$ cat config.mk
export PLATFORM = sky130hd
export DESIGN_NAME = dna_ip_ctrl
export DESIGN_NICKNAME = d
export VERILOG_FILES = /design/src/rtl/dna_ip_ctrl.sv
export SDC_FILE = /design/constraint.sdc
export NUM_CORES = 1
export LEC_CHECK = 0
export ABC_AREA = 1
export CAP_MARGIN = 20
export CORE_MARGIN = 2
export CORE_UTILIZATION = 63
export CTS_BUF_LIST = sky130_fd_sc_hd__clkbuf_4
export DETAILED_ROUTE_END_ITERATION = 10
export DONT_BUFFER_PORTS = 1
export PLACE_DENSITY = 0.78
export SYNTH_ARGS = -nofsm -noshare
export SYNTH_HDL_FRONTEND = slang
export SYNTH_SLANG_ARGS = --single-unit
$ cat constraint.sdc
create_clock -name clk -period 3.46 [get_ports clk]
set_input_delay 0.692 -clock clk [delete_from_list [all_inputs] [get_ports clk]]
set_output_delay 0.692 -clock clk [all_outputs]
set_load 0.005 [all_outputs]
$ cat src/rtl/dna_ip_ctrl.sv
// dna_ip_ctrl: control/status register bank and run sequencer for the DNA compute core.
// Define DNA_CTRL_IRQ_EN to build the registered level interrupt output o_irq.
module dna_ip_ctrl #(
  parameter int ADDR_WIDTH = 32,
  parameter int DATA_WIDTH = 32,
  parameter int LEN_W = 16,
  parameter int TMO_W = 24,
  parameter logic [TMO_W-1:0] TMO_DEFAULT = 24'hFFFFFF
) (
  input  logic                  clk,
  input  logic                  resetn,
  input  logic [3:0]            i_wen,
  input  logic [ADDR_WIDTH-1:0] i_addr_w,
  input  logic [DATA_WIDTH-1:0] i_data_w,
  input  logic [ADDR_WIDTH-1:0] i_addr_r,
  output logic [DATA_WIDTH-1:0] o_data_r,
  output logic                  o_core_start,
  output logic                  o_core_abort,
  output logic [LEN_W-1:0]      o_core_len,
  output logic                  o_core_mode,
  input  logic                  i_core_done,
  input  logic                  i_core_error,
  input  logic [DATA_WIDTH-1:0] i_core_result
`ifdef DNA_CTRL_IRQ_EN
  ,
  output logic                  o_irq
`endif
);

  // state    | meaning
  // S_IDLE   | waiting for a START write
  // S_LAUNCH | start pulse to core, watchdog cleared
  // S_RUN    | core running, watchdog counting
  typedef enum logic [1:0] {S_IDLE, S_LAUNCH, S_RUN} state_t;

  state_t state_q, state_d;

  logic                  wr;
  logic [2:0]            wsel, rsel;
  logic [DATA_WIDTH-1:0] byte_mask;
  logic                  wr_ctrl, wr_stat, wr_len, wr_tmo;
  logic                  start_wr, abort_wr, busy;
  logic [2:0]            w1c;

  logic [LEN_W-1:0]      len_q;
  logic [TMO_W-1:0]      tmo_limit_q, wdog_q;
  logic [DATA_WIDTH-1:0] result_q;
  logic                  done_q, err_q, tmo_q, mode_q, abort_q;
  logic                  irq_en_rd;

  logic set_done, set_err, set_tmo, abort_d;

  assign wr        = |i_wen;
  assign wsel      = i_addr_w[4:2];
  assign rsel      = i_addr_r[4:2];
  assign byte_mask = {{8{i_wen[3]}}, {8{i_wen[2]}}, {8{i_wen[1]}}, {8{i_wen[0]}}};
  assign wr_ctrl   = wr && (wsel == 3'd0);
  assign wr_stat   = wr && (wsel == 3'd1);
  assign wr_len    = wr && (wsel == 3'd2);
  assign wr_tmo    = wr && (wsel == 3'd4);
  assign start_wr  = wr_ctrl && i_wen[0] && i_data_w[0];
  assign abort_wr  = wr_ctrl && i_wen[0] && i_data_w[1];
  assign w1c       = (wr_stat && i_wen[0]) ? i_data_w[3:1] : 3'b000;
  assign busy      = (state_q != S_IDLE);

  always_comb begin
    state_d  = state_q;
    set_done = 1'b0;
    set_err  = 1'b0;
    set_tmo  = 1'b0;
    abort_d  = 1'b0;
    case (state_q)
      S_IDLE: begin
        if (start_wr) begin
          if (len_q != '0) state_d = S_LAUNCH;
          else             set_err = 1'b1;
        end
      end
      S_LAUNCH: state_d = S_RUN;
      S_RUN: begin
        if (i_core_done) begin
          set_done = 1'b1;
          set_err  = i_core_error;
          state_d  = S_IDLE;
        end else if (abort_wr) begin
          abort_d = 1'b1;
          set_err = 1'b1;
          state_d = S_IDLE;
        end else if ((tmo_limit_q != '0) && (wdog_q == tmo_limit_q)) begin
          abort_d = 1'b1;
          set_tmo = 1'b1;
          state_d = S_IDLE;
        end
      end
      default: state_d = S_IDLE;
    endcase
  end

  always_ff @(posedge clk or negedge resetn) begin
    if (!resetn) begin
      state_q <= S_IDLE;
      abort_q <= 1'b0;
      wdog_q  <= '0;
    end else begin
      state_q <= state_d;
      abort_q <= abort_d;
      if (state_q == S_LAUNCH)
        wdog_q <= '0;
      else if ((state_q == S_RUN) && (wdog_q != {TMO_W{1'b1}}))
        wdog_q <= wdog_q + TMO_W'(1);
    end
  end

  // Hardware set takes priority over a coincident W1C clear.
  always_ff @(posedge clk or negedge resetn) begin
    if (!resetn) begin
      done_q      <= 1'b0;
      err_q       <= 1'b0;
      tmo_q       <= 1'b0;
      result_q    <= '0;
      len_q       <= '0;
      tmo_limit_q <= TMO_DEFAULT;
      mode_q      <= 1'b0;
    end else begin
      done_q <= set_done | (done_q & ~w1c[0]);
      err_q  <= set_err  | (err_q  & ~w1c[1]);
      tmo_q  <= set_tmo  | (tmo_q  & ~w1c[2]);
      if (set_done)
        result_q <= i_core_result;
      if (wr_len && !busy)
        len_q <= (len_q & ~byte_mask[LEN_W-1:0]) | (i_data_w[LEN_W-1:0] & byte_mask[LEN_W-1:0]);
      if (wr_tmo)
        tmo_limit_q <= (tmo_limit_q & ~byte_mask[TMO_W-1:0]) |
                       (i_data_w[TMO_W-1:0] & byte_mask[TMO_W-1:0]);
      // MODE is frozen while a job runs so the core sees a stable value.
      if (wr_ctrl && i_wen[0] && !busy)
        mode_q <= i_data_w[3];
    end
  end

`ifdef DNA_CTRL_IRQ_EN
  logic irq_en_q, irq_q;

  always_ff @(posedge clk or negedge resetn) begin
    if (!resetn) begin
      irq_en_q <= 1'b0;
      irq_q    <= 1'b0;
    end else begin
      if (wr_ctrl && i_wen[0])
        irq_en_q <= i_data_w[2];
      irq_q <= irq_en_q & (done_q | err_q | tmo_q);
    end
  end

  assign irq_en_rd = irq_en_q;
  assign o_irq     = irq_q;
`else
  assign irq_en_rd = 1'b0;
`endif

  always_comb begin
    o_data_r = '0;
    case (rsel)
      3'd0:    o_data_r[3:2] = {mode_q, irq_en_rd};
      3'd1:    o_data_r[3:0] = {tmo_q, err_q, done_q, busy};
      3'd2:    o_data_r[LEN_W-1:0] = len_q;
      3'd3:    o_data_r = result_q;
      3'd4:    o_data_r[TMO_W-1:0] = tmo_limit_q;
      default: o_data_r = '0;
    endcase
  end

  assign o_core_start = (state_q == S_LAUNCH);
  assign o_core_abort = abort_q;
  assign o_core_len   = len_q;
  assign o_core_mode  = mode_q;

  // Address bits outside addr[4:2] alias by design; upper data bits have no home.
  logic unused_bits;
  assign unused_bits = ^{i_addr_w, i_addr_r, i_data_w, i_wen};

endmodule

Word level (Yosys, flattened, before mapping). Index checks and enable logic that the tools add are counted.

$add $sub $neg: 1. Equal/unequal tests: 14. Muxes and demuxes: 28. Bitwise logic cells: 17. Reduce and logical (&&, ||, !) cells: 22.

Operator list (number): 24-bit AND (2); 24-bit two-way mux (2); 12-bit case mux with 3 select lines (1); 16-bit AND (2); 24-bit by 1-bit adder with 24-bit output, second input constant (1); 24-bit == test (1); 24-bit != test, second input constant (1); 24-bit NOT (1); 24-bit bitwise OR (1); 24-bit nonzero test (1); 16-bit NOT (1); 16-bit bitwise OR (1); 8-bit case mux with 2 select lines (1); 16-bit nonzero test (1); 1-bit two-way mux (13); 1-bit logical AND (12); 2-bit two-way mux (5); 2-bit case mux with 5 select lines (1); 3-bit by 2-bit == test with 1-bit output, second input constant (3); 8-bit two-way mux (1); 2-bit case mux with 4 select lines (1); 3-bit by 1-bit == test with 1-bit output, second input constant (2); 3-bit == test, second input constant (2); 3-bit zero test (2); other kinds (15) (23).

Register bits after elaboration: 103. Bits of input ports: 136. Logic and storage cells: 92.

Logic depth before layout (Yosys ltp). Gate-level depths: netlist of run 1.

Word-level depth: 8. Mapped depth: 12. Depth with buffers taken out: 12.

Worst setup path after synthesis of run 1. Ideal clock, no wire load.

Path kind: input to output. From: input i_addr_r[3]. To: output o_data_r[17]. Arrival: 1.490 ns. Setup slack: 1.278 ns. Cell stages on the path: 4. Path through: inv_1 nor3_2 clkbuf_1 a22o_1.

Cells in the longest elaborated chain, start to end: 2. Elaborated cells between the ends (all ways): 3. Classes of those cells: eq/ne (2); mux (1).

RTL lines: start: declaration (RTL line 15) `input logic [ADDR_WIDTH-1:0] i_addr_r,`; 3-bit == test / 3-bit by 2-bit == test with 1-bit output (equally long branches) (RTL line 163) `case (rsel)`; 8-bit case mux with 2 select lines (*) (RTL line 163); end: declaration (RTL line 16) `output logic [DATA_WIDTH-1:0] o_data_r,`.

Mark *: on every way between the ends. The rest lies on a longest branch, timed or not.

Worst setup path in the final report of run 1.
From: input i_addr_r[3]. To: output o_data_r[7].

Cells in the longest elaborated chain, start to end: 2. Elaborated cells between the ends (all ways): 4. Classes of those cells: eq/ne (3); mux (1).

RTL lines (RTL line): 3-bit == test / 3-bit by 2-bit == test with 1-bit output (equally long branches) (163); 12-bit case mux with 3 select lines (*) (163).

Marks and branches as above.

==> results of run 1 <==
logic make-up (layout without fill, tap and decap cells):
logic type	after synthesis	count (layout)	synth area share (%)
compound gates	102	102	10.4
xor+xnor	17	17	2.64
fa+ha+maj	1	1	0.222
buf+inv	125	125	8.62
flops	103	103	46.3
mux	3	3	0.600
simple gates	419	419	31.2
metrics by stage:
step | cells | hold slack (ns)
detailed placement | 860 | 0.399
finish | 878 | 0.0320
global placement | 860 | 0.399
floorplan | 770 | 0.396
global route | 878 | 0.00277
CTS | 877 | 0.00316
layout by cell type (no fill, tap or decap), types with 2 or more instances in the layout:
cell      count
o21ai_1      11
a221oi_1      3
o21ai_0      60
dfstp_2      24
xnor2_1      13
a21oi_1       6
nand2_2       5
nand4_1      11
clkbuf_4      9
o221ai_1      4
nor2_2        2
nor2_4        2
nor2_1       65
buf_4         3
nand3_1      33
mux2_2        3
nand3_2       3
a22o_1        3
o211ai_1     10
inv_1        98
nor3_1       15
clkinv_8      3
xor2_1        4
inv_2         5
a22oi_1       3
dfrtp_1      79
nor3_2        2
nand2_1     277
report_power, final:
part	internal (W)	switching, W	leakage, nW
clock	0.000185	0.000494	0.0841
combinational	0.000313	0.000662	1.48
sequential	0.00161	0.000340	1.27
metal layers:
metal  share of wire [%]  vias to the layer above  wire, um  GRT usage (%)
li1                    -                     2418         -              -
met1                  41                     2308      6340           43.8
met2                  46                      244      7170           52.6
met3                 9.0                       51      1410           9.50
met4                 4.3                        0       663           13.4
met5                   0                        -         0              0
worst max-delay path, delay by kind of cell:
family	cells	cell delay, ns
simple gates	2	0.78
buf+inv	2	0.35
compound gates	1	0.16
worst max path at each step:
stage                              end         from  slack (ns)  cells after the start
final                      o_data_r[7]  i_addr_r[3]        0.79                      5
after global routing      o_data_r[28]  i_addr_r[3]        0.69                      4
after CTS                  o_data_r[7]  i_addr_r[3]        0.84                      5
after detailed placement   o_data_r[7]  i_addr_r[3]        0.84                      5
after global placement     o_data_r[7]  i_addr_r[3]        0.85                      5
after floorplan           o_data_r[17]  i_addr_r[3]        1.28                      4
repair_timing:
action	in CTS	in global routing
hold buffers	1	1
setup buffers	0	0
endpoints found under the hold margin	79	9
gates resized for setup	0	0
final cells by class:
type | count | area (um^2) | share of cell area (%)
clock buffer | 9 | 67.6 | 1.15
clock inverter | 7 | 93.8 | 1.59
inverter | 104 | 392 | 6.64
multi-input combinational | 542 | 2540 | 43.1
sequential | 103 | 2610 | 44.2
tap | 108 | 135 | 2.29
timing repair buffer | 5 | 60.1 | 1.02
==> results.sh, run 1 <==
export IMPL_start_util_pct=64.9
export IMPL_num_antenna_cells=0
export IMPL_reg2regPathDepth=11
export IMPL_dieArea_um2=9710
export IMPL_placedInstanceArea_um2=5700
export IMPL_timing_final_hold_violations=0
export IMPL_slew_viol_final=0
export IMPL_grt_max_degree=80
export IMPL_ys_types=36
export IMPL_min_period_ns=2.67
export IMPL_grt_pass1_wl_mm=25.3
export IMPL_synth_area_um2=5630
export IMPL_yosys_area_top_type="dfrtp_1"
export IMPL_wl_mm=15.6
export IMPL_row_count=34
export IMPL_viasPerCell=5.72
export IMPL_grt_pass1_vias=4933
export IMPL_clock_latency_ns=0.49
export IMPL_fillers=780
export IMPL_synth_avg_cell_area_um2=7.31
export IMPL_layout_setup_ws_ns=0.787
export IMPL_cpPeakStageDelay_ns=0.70
export IMPL_finish_utilization_pct=67.9
export IMPL_antenna_found_initial=0
export IMPL_yosys_register_bits=103
export IMPL_clk_path_buf_depth=2
export IMPL_fin_nets=902
export IMPL_tightest_slew_ns=0.874
export IMPL_yosysSeqAreaShare_pct=46.3
export IMPL_drive_above_1_share_pct=8.96
export IMPL_yosys_warnings=0
export IMPL_max_freq_mhz=374
export IMPL_clkTransAtPathRegs_ns=0.18
export IMPL_grt_use_total_pct=33.4
export IMPL_gp_congestion=0.912
export IMPL_setup_tns_ns=0
export IMPL_syn_to_final_growth_pct=4.71
export IMPL_yosys_top_cells_area="dfrtp_1 (35%), nand2_1 (18%), dfstp_2 (11%), inv_1 (6.5%), o21ai_0 (5.3%)"
export IMPL_period_share_pct=77.2
export IMPL_coreArea_um2=8680
export IMPL_cp_max_fo=13
export IMPL_numPortBuffers=0
export IMPL_routedWlPerCell_um=17.8
export IMPL_synth_most_common_cell="nand2_1"
export IMPL_rrSetupSlack_ns=1.40
export IMPL_drc_errors=0
export IMPL_synth_cells=770
export IMPL_grt_overflow=0
export IMPL_power_density_nw_per_um2=611
export IMPL_end_kind="output pin"
export IMPL_ir_worst_vdd_mv=0.387
export IMPL_async_flop_share_pct=100
export IMPL_fin_area_um2=5890
export IMPL_rsz0062_at_grt="no"
export IMPL_required_ns=2.77
export IMPL_fp_dieH_um=98.5
export IMPL_clock_skew_ns=0.0333
export IMPL_p_leak_nw=2.84
export IMPL_maxCapViolCount=0
export IMPL_dr_pass1_iters=5
export IMPL_critPathSlowestCell="nor3_2"
export IMPL_r2r_start="wdog_q[0]"
export IMPL_slew_headroom_pct=41.4
export IMPL_cts_max_level=3
export IMPL_finalSetupViolCount=0
export IMPL_worstPathCellList="inv_1 > nor3_2 > buf_4 > nand2_1 > o211ai_1"
export IMPL_syn_num_nets=907
export IMPL_cts_tree="done"
export IMPL_clock_sinks=103
export IMPL_r2r_end="wdog_q[3]"
export IMPL_numCtsBuffers=9
export IMPL_synth_common_cells="nand2_1 (277), inv_1 (98), dfrtp_1 (79)"
export IMPL_start_kind="input port"
export IMPL_synth_edf_count=0
export IMPL_yosys_area_top_type_share_pct=35.1
export IMPL_drtAntennaViolNets=0
export IMPL_dpl_hpwl_mm=11.8
export IMPL_clockRootBuffer="clkbuf_4"
export IMPL_die_x_um=98.5
export IMPL_cp_arrival_ns=1.98
export IMPL_drt_iter0_drc=367
export IMPL_outcome="completed"
export IMPL_dr_total_vias=5021
export IMPL_io_pins=187
export IMPL_worstSetupPathType="input port to output pin"
export IMPL_ys_flop_type="dfrtp_1"
export IMPL_dp_slack_ns=0.836
export IMPL_p_total_w=0.00360
export IMPL_hold_path_class="input port to async pin"
(Power assumes the default switching activity.)
==> run 2: changes to the inputs <==
- clock period: 3.46 -> 2.7 ns (I/O delays scaled with it)
==> results.sh, run 2 (synthesized netlist as in run 1, its figures left out) <==
export IMPL_outcome="complete, but fails checks"
export IMPL_violations="negative hold slack"
export IMPL_clock_skew_ns=0.0254
export IMPL_dieArea_um2=9710
export IMPL_finalSetupViolCount=0
export IMPL_fp_dieH_um=98.5
export IMPL_gp_congestion=0.936
export IMPL_cts_max_level=3
export IMPL_drtAntennaViolNets=0
export IMPL_comb_power_share_pct=26.2
export IMPL_layout_setup_ws_ns=0.508
export IMPL_drc_errors=0
export IMPL_timing_final_hold_violations=103
export IMPL_num_antenna_cells=0
export IMPL_dpl_hpwl_mm=11.7
export IMPL_cp_arrival_ns=1.65
export IMPL_maxCapViolCount=0
export IMPL_power_density_nw_per_um2=787
export IMPL_p_total_w=0.00461
export IMPL_grt_pass1_vias=4909
export IMPL_max_freq_mhz=456
export IMPL_syn_to_final_growth_pct=4.16
export IMPL_coreArea_um2=8680
export IMPL_min_period_ns=2.19
export IMPL_worstSetupPathType="input port to output pin"
export IMPL_ir_worst_vdd_mv=0.444
export IMPL_grt_pass1_wl_mm=24.9
export IMPL_setup_tns_ns=0
export IMPL_whs_ns=-0.280
export IMPL_dp_slack_ns=0.576
export IMPL_grt_use_total_pct=32.8
export IMPL_placed_cells=860
export IMPL_p_leak_nw=2.82
export IMPL_dr_total_vias=4926
export IMPL_power_share_clock_pct=19.7
export IMPL_seq_power_share_pct=54.1
export IMPL_rsz0062_at_grt="no"
export IMPL_clock_sinks=103
export IMPL_slew_headroom_pct=61.3
export IMPL_clk_path_buf_depth=2
export IMPL_io_pins=187
export IMPL_grt_max_degree=104
export IMPL_final_cells=876
export IMPL_clkTransAtPathRegs_ns=0.18
export IMPL_row_count=34
export IMPL_start_util_pct=64.9
export IMPL_cts_tree="done"
export IMPL_drt_iter0_drc=343
export IMPL_grt_overflow=0
export IMPL_required_ns=2.16
export IMPL_period_share_pct=81.2
export IMPL_die_x_um=98.5
export IMPL_start_kind="input port"
export IMPL_dr_pass1_iters=8
export IMPL_tightest_slew_ns=0.579
export IMPL_viasPerCell=5.62
export IMPL_wl_mm=15.2
export IMPL_end_kind="output pin"
export IMPL_layout_commonest_cell="nand2_1"
export IMPL_post_cts_resized=0
export IMPL_clockRootBuffer="clkbuf_4"
export IMPL_switching_share_pct=40.1
export IMPL_fin_nets=900
export IMPL_drive_above_1_share_pct=8.85
export IMPL_clock_latency_ns=0.48
export IMPL_hold_path_class="input port to async pin"
export IMPL_routedWlPerCell_um=17.4
export IMPL_layout_common_cells="nand2_1 (277), inv_1 (98), dfrtp_1 (79)"
export IMPL_cp_max_fo=11
export IMPL_numPortBuffers=0
export IMPL_numCtsBuffers=9
export IMPL_antenna_found_initial=0
export IMPL_slew_viol_final=0
export IMPL_netSwitchingPower_w=0.00185
export IMPL_p_int_w=0.00276
==> run 2: changes by cell type in the layout (fill, tap and decap cells not counted) <==
cell	delta
inv_12	-1
clkinv_4	-1
bufinv_16	+1
inv_6	-1
clkinv_8	-1
buf_16	-1
inv_8	+1
clkinvlp_4	+2
dlygate4sd3_1	-1
==> run 2: worst max-delay path, cell delays in order <==
cell,delay (ns)
inv_1,0.08
nand3_1,0.39
inv_1,0.32
a22oi_1,0.15
o211ai_1,0.17
==> run 2: layout make-up <==
class                      count  area (um^2)
fill                         777         2820
sequential                   103         2610
multi-input combinational    542         2540
inverter                     104          392
tap                          108          135
clock inverter                 7          100
clock buffer                   9         67.6
timing repair buffer           3         22.5
==> run 2: what timing repair did <==
| action | CTS | global route |
|---|---|---|
| buffers inserted | 0 | 0 |
| hold endpoints to repair | 103 | 103 |
| setup endpoints to repair | 0 | 0 |
==> run 2: per-layer routing <==
| metal | part of all wire (%) | global-route usage, % |
|---|---|---|
| met5 | 0 | 0 |
| met4 | 2.7 | 10.3 |
| met2 | 47 | 53.7 |
| met1 | 42 | 42.4 |
| met3 | 8.6 | 9.72 |
==> run 2: path summary, 6_finish.rpt <==
check / startpoint / slack, ns / end / depth (start not counted)
max: i_addr_r[2] / 0.51 / o_data_r[0] / 5
min: resetn / -0.28 / async pin / 0
max reg2reg: wdog_q[0] / 0.57 / wdog_q[6] / 11
min reg2reg: result_q[7] / 0.50 / result_q[7] / 2
max in group asynchronous: resetn / 2.77 / async pin / 0
min in group clk: i_core_done / 0.15 / o_core_abort / 1
==> run 2: through the flow <==
step / instance area, um^2 / utilization [%]
6_report: 5860 / 67.6
3_3_place_gp: 5700 / 65.6
3_5_place_dp: 5700 / 65.6
4_1_cts: 5860 / 67.6
5_1_grt: 5860 / 67.6
2_1_floorplan: 5630 / -
==> run 2: power groups by stage <==
stage,sequential (W),clock [W],combinational [W]
floorplan,0.00235,0,0.000954
global placement,0.00251,0,0.00116
detailed placement,0.00252,0,0.00120
CTS,0.00249,0.000914,0.00120
global route,0.00254,0.000970,0.00141
finish,0.00249,0.000907,0.00121
==> run 3: changes to the inputs <==
- clock period: 2.7 -> 2.3 ns (I/O delays scaled with it)
==> results.sh, run 3 (synthesized netlist as in run 1, its figures left out) <==
export IMPL_clk_path_buf_depth=2
export IMPL_num_antenna_cells=0
export IMPL_dieArea_um2=9710
export IMPL_netSwitchingPower_w=0.00223
export IMPL_timing_final_hold_violations=103
export IMPL_routedWlPerCell_um=17.9
export IMPL_start_kind="register"
export IMPL_fp_dieH_um=98.5
export IMPL_whs_ns=-0.345
export IMPL_coreArea_um2=8680
export IMPL_post_cts_resized=0
export IMPL_multi_input_area_um2=2540
export IMPL_required_ns=1.84
export IMPL_slew_headroom_pct=62.2
export IMPL_r2r_end="wdog_q[23]"
export IMPL_r2r_start="wdog_q[1]"
export IMPL_p_leak_nw=2.83
export IMPL_clkTransAtPathRegs_ns=0.18
export IMPL_fin_area_um2=5870
export IMPL_drive_above_1_share_pct=9.21
export IMPL_antenna_found_initial=0
export IMPL_comb_power_share_pct=27.6
export IMPL_ir_worst_vdd_mv=0.555
export IMPL_rsz0062_at_grt="no"
export IMPL_clock_latency_ns=0.47
export IMPL_slew_viol_final=0
export IMPL_finalSetupViolCount=0
export IMPL_ff_latch_area_um2=2610
export IMPL_tightest_slew_ns=0.565
export IMPL_reg2regPathDepth=11
export IMPL_clockRootBuffer="clkbuf_4"
export IMPL_clock_sinks=103
export IMPL_io_pins=187
export IMPL_seq_power_share_pct=54.2
export IMPL_numPortBuffers=0
export IMPL_drt_iter0_drc=351
export IMPL_fin_nets=903
export IMPL_setup_tns_ns=0
export IMPL_cp_arrival_ns=1.61
export IMPL_clock_skew_ns=0.0110
export IMPL_layout_setup_ws_ns=0.226
export IMPL_gp_congestion=0.965
export IMPL_dr_pass1_iters=6
export IMPL_wl_mm=15.7
export IMPL_row_count=34
export IMPL_crit_end="o_data_r[0]"
export IMPL_cp_max_fo=4
export IMPL_dpl_hpwl_mm=11.9
export IMPL_layout_common_cells="nand2_1 (277), inv_1 (98), dfrtp_1 (79)"
export IMPL_grt_max_degree=104
export IMPL_dp_slack_ns=0.310
export IMPL_max_freq_mhz=482
export IMPL_numCtsBuffers=9
export IMPL_worstSetupPathType="register to output pin"
export IMPL_hold_path_class="input port to async pin"
export IMPL_start_util_pct=64.9
export IMPL_rrSetupSlack_ns=0.31
export IMPL_maxCapViolCount=0
export IMPL_switching_share_pct=41.3
export IMPL_grt_overflow=0
export IMPL_post_cts_setup_buffer_count=0
export IMPL_grt_use_total_pct=33.3
export IMPL_cts_max_level=3
export IMPL_violations="negative hold slack"
export IMPL_die_x_um=98.5
export IMPL_outcome="complete, but fails checks"
export IMPL_drtAntennaViolNets=0
export IMPL_dr_total_vias=5127
export IMPL_period_share_pct=90.2
export IMPL_fillers=792
export IMPL_end_kind="output pin"
export IMPL_power_share_clock_pct=18.3
export IMPL_layout_commonest_cell="nand2_1"
export IMPL_grt_pass1_vias=4939
export IMPL_syn_to_final_growth_pct=4.31
export IMPL_min_period_ns=2.07
export IMPL_grt_pass1_wl_mm=25.3
export IMPL_drc_errors=0
export IMPL_power_density_nw_per_um2=922
export IMPL_viasPerCell=5.83
export IMPL_cts_tree="done"
export IMPL_placedInstanceArea_um2=5720
export IMPL_startpoint="state_q[1]"
export IMPL_p_int_w=0.00318
-- run 3: stage by stage --
step                      util [%]  std cells  hold slack, ns  power, W
after floorplan                  -        770           0.164   0.00388
after global placement        65.9        863           0.167   0.00435
after detailed placement      65.9        863           0.167   0.00442
after CTS                     67.7        879          -0.369   0.00541
after global routing          67.7        879          -0.394   0.00575
final                         67.7        879          -0.345   0.00541
-- run 3: area by class of cell --
type,instances,area share (%)
Sequential cell,103,44.4
Multi-Input combinational cell,542,43.2
Inverter,104,6.67
Tap cell,108,2.30
Clock inverter,7,1.47
Clock buffer,9,1.15
Timing Repair Buffer,6,0.767
-- run 3: power groups by stage --
stage / combinational, W / sequential (W) / clock (W)
2_1_floorplan: 0.00112 / 0.00276 / 0
3_3_place_gp: 0.00141 / 0.00294 / 0
3_5_place_dp: 0.00147 / 0.00295 / 0
4_1_cts: 0.00148 / 0.00292 / 0.00101
5_1_grt: 0.00170 / 0.00299 / 0.00106
6_report: 0.00149 / 0.00293 / 0.000990
-- run 3: layer usage --
metal / routed length, um / share of wire (%) / track usage [%]
met1: 6360 / 40 / 42.9
met2: 7270 / 46 / 52.9
met3: 1420 / 9.0 / 9.22
met4: 666 / 4.2 / 15.4
met5: 0 / 0 / 0
-- run 3: worst max-delay path, cell delays in order (launching register included) --
cell and delay, ns:
dfrtp_1 0.43, nor2_1 0.27, inv_1 0.20, nand2_1 0.11, o211ai_1 0.14
-- run 3: worst min path at each step --
stage                        to  depth (start not counted)   start
finish                async pin                          0  resetn
global route        result_q[6]                          0  resetn
floorplan             async pin                          0  resetn
global placement      async pin                          0  resetn
CTS                 result_q[6]                          0  resetn
detailed placement    async pin                          0  resetn
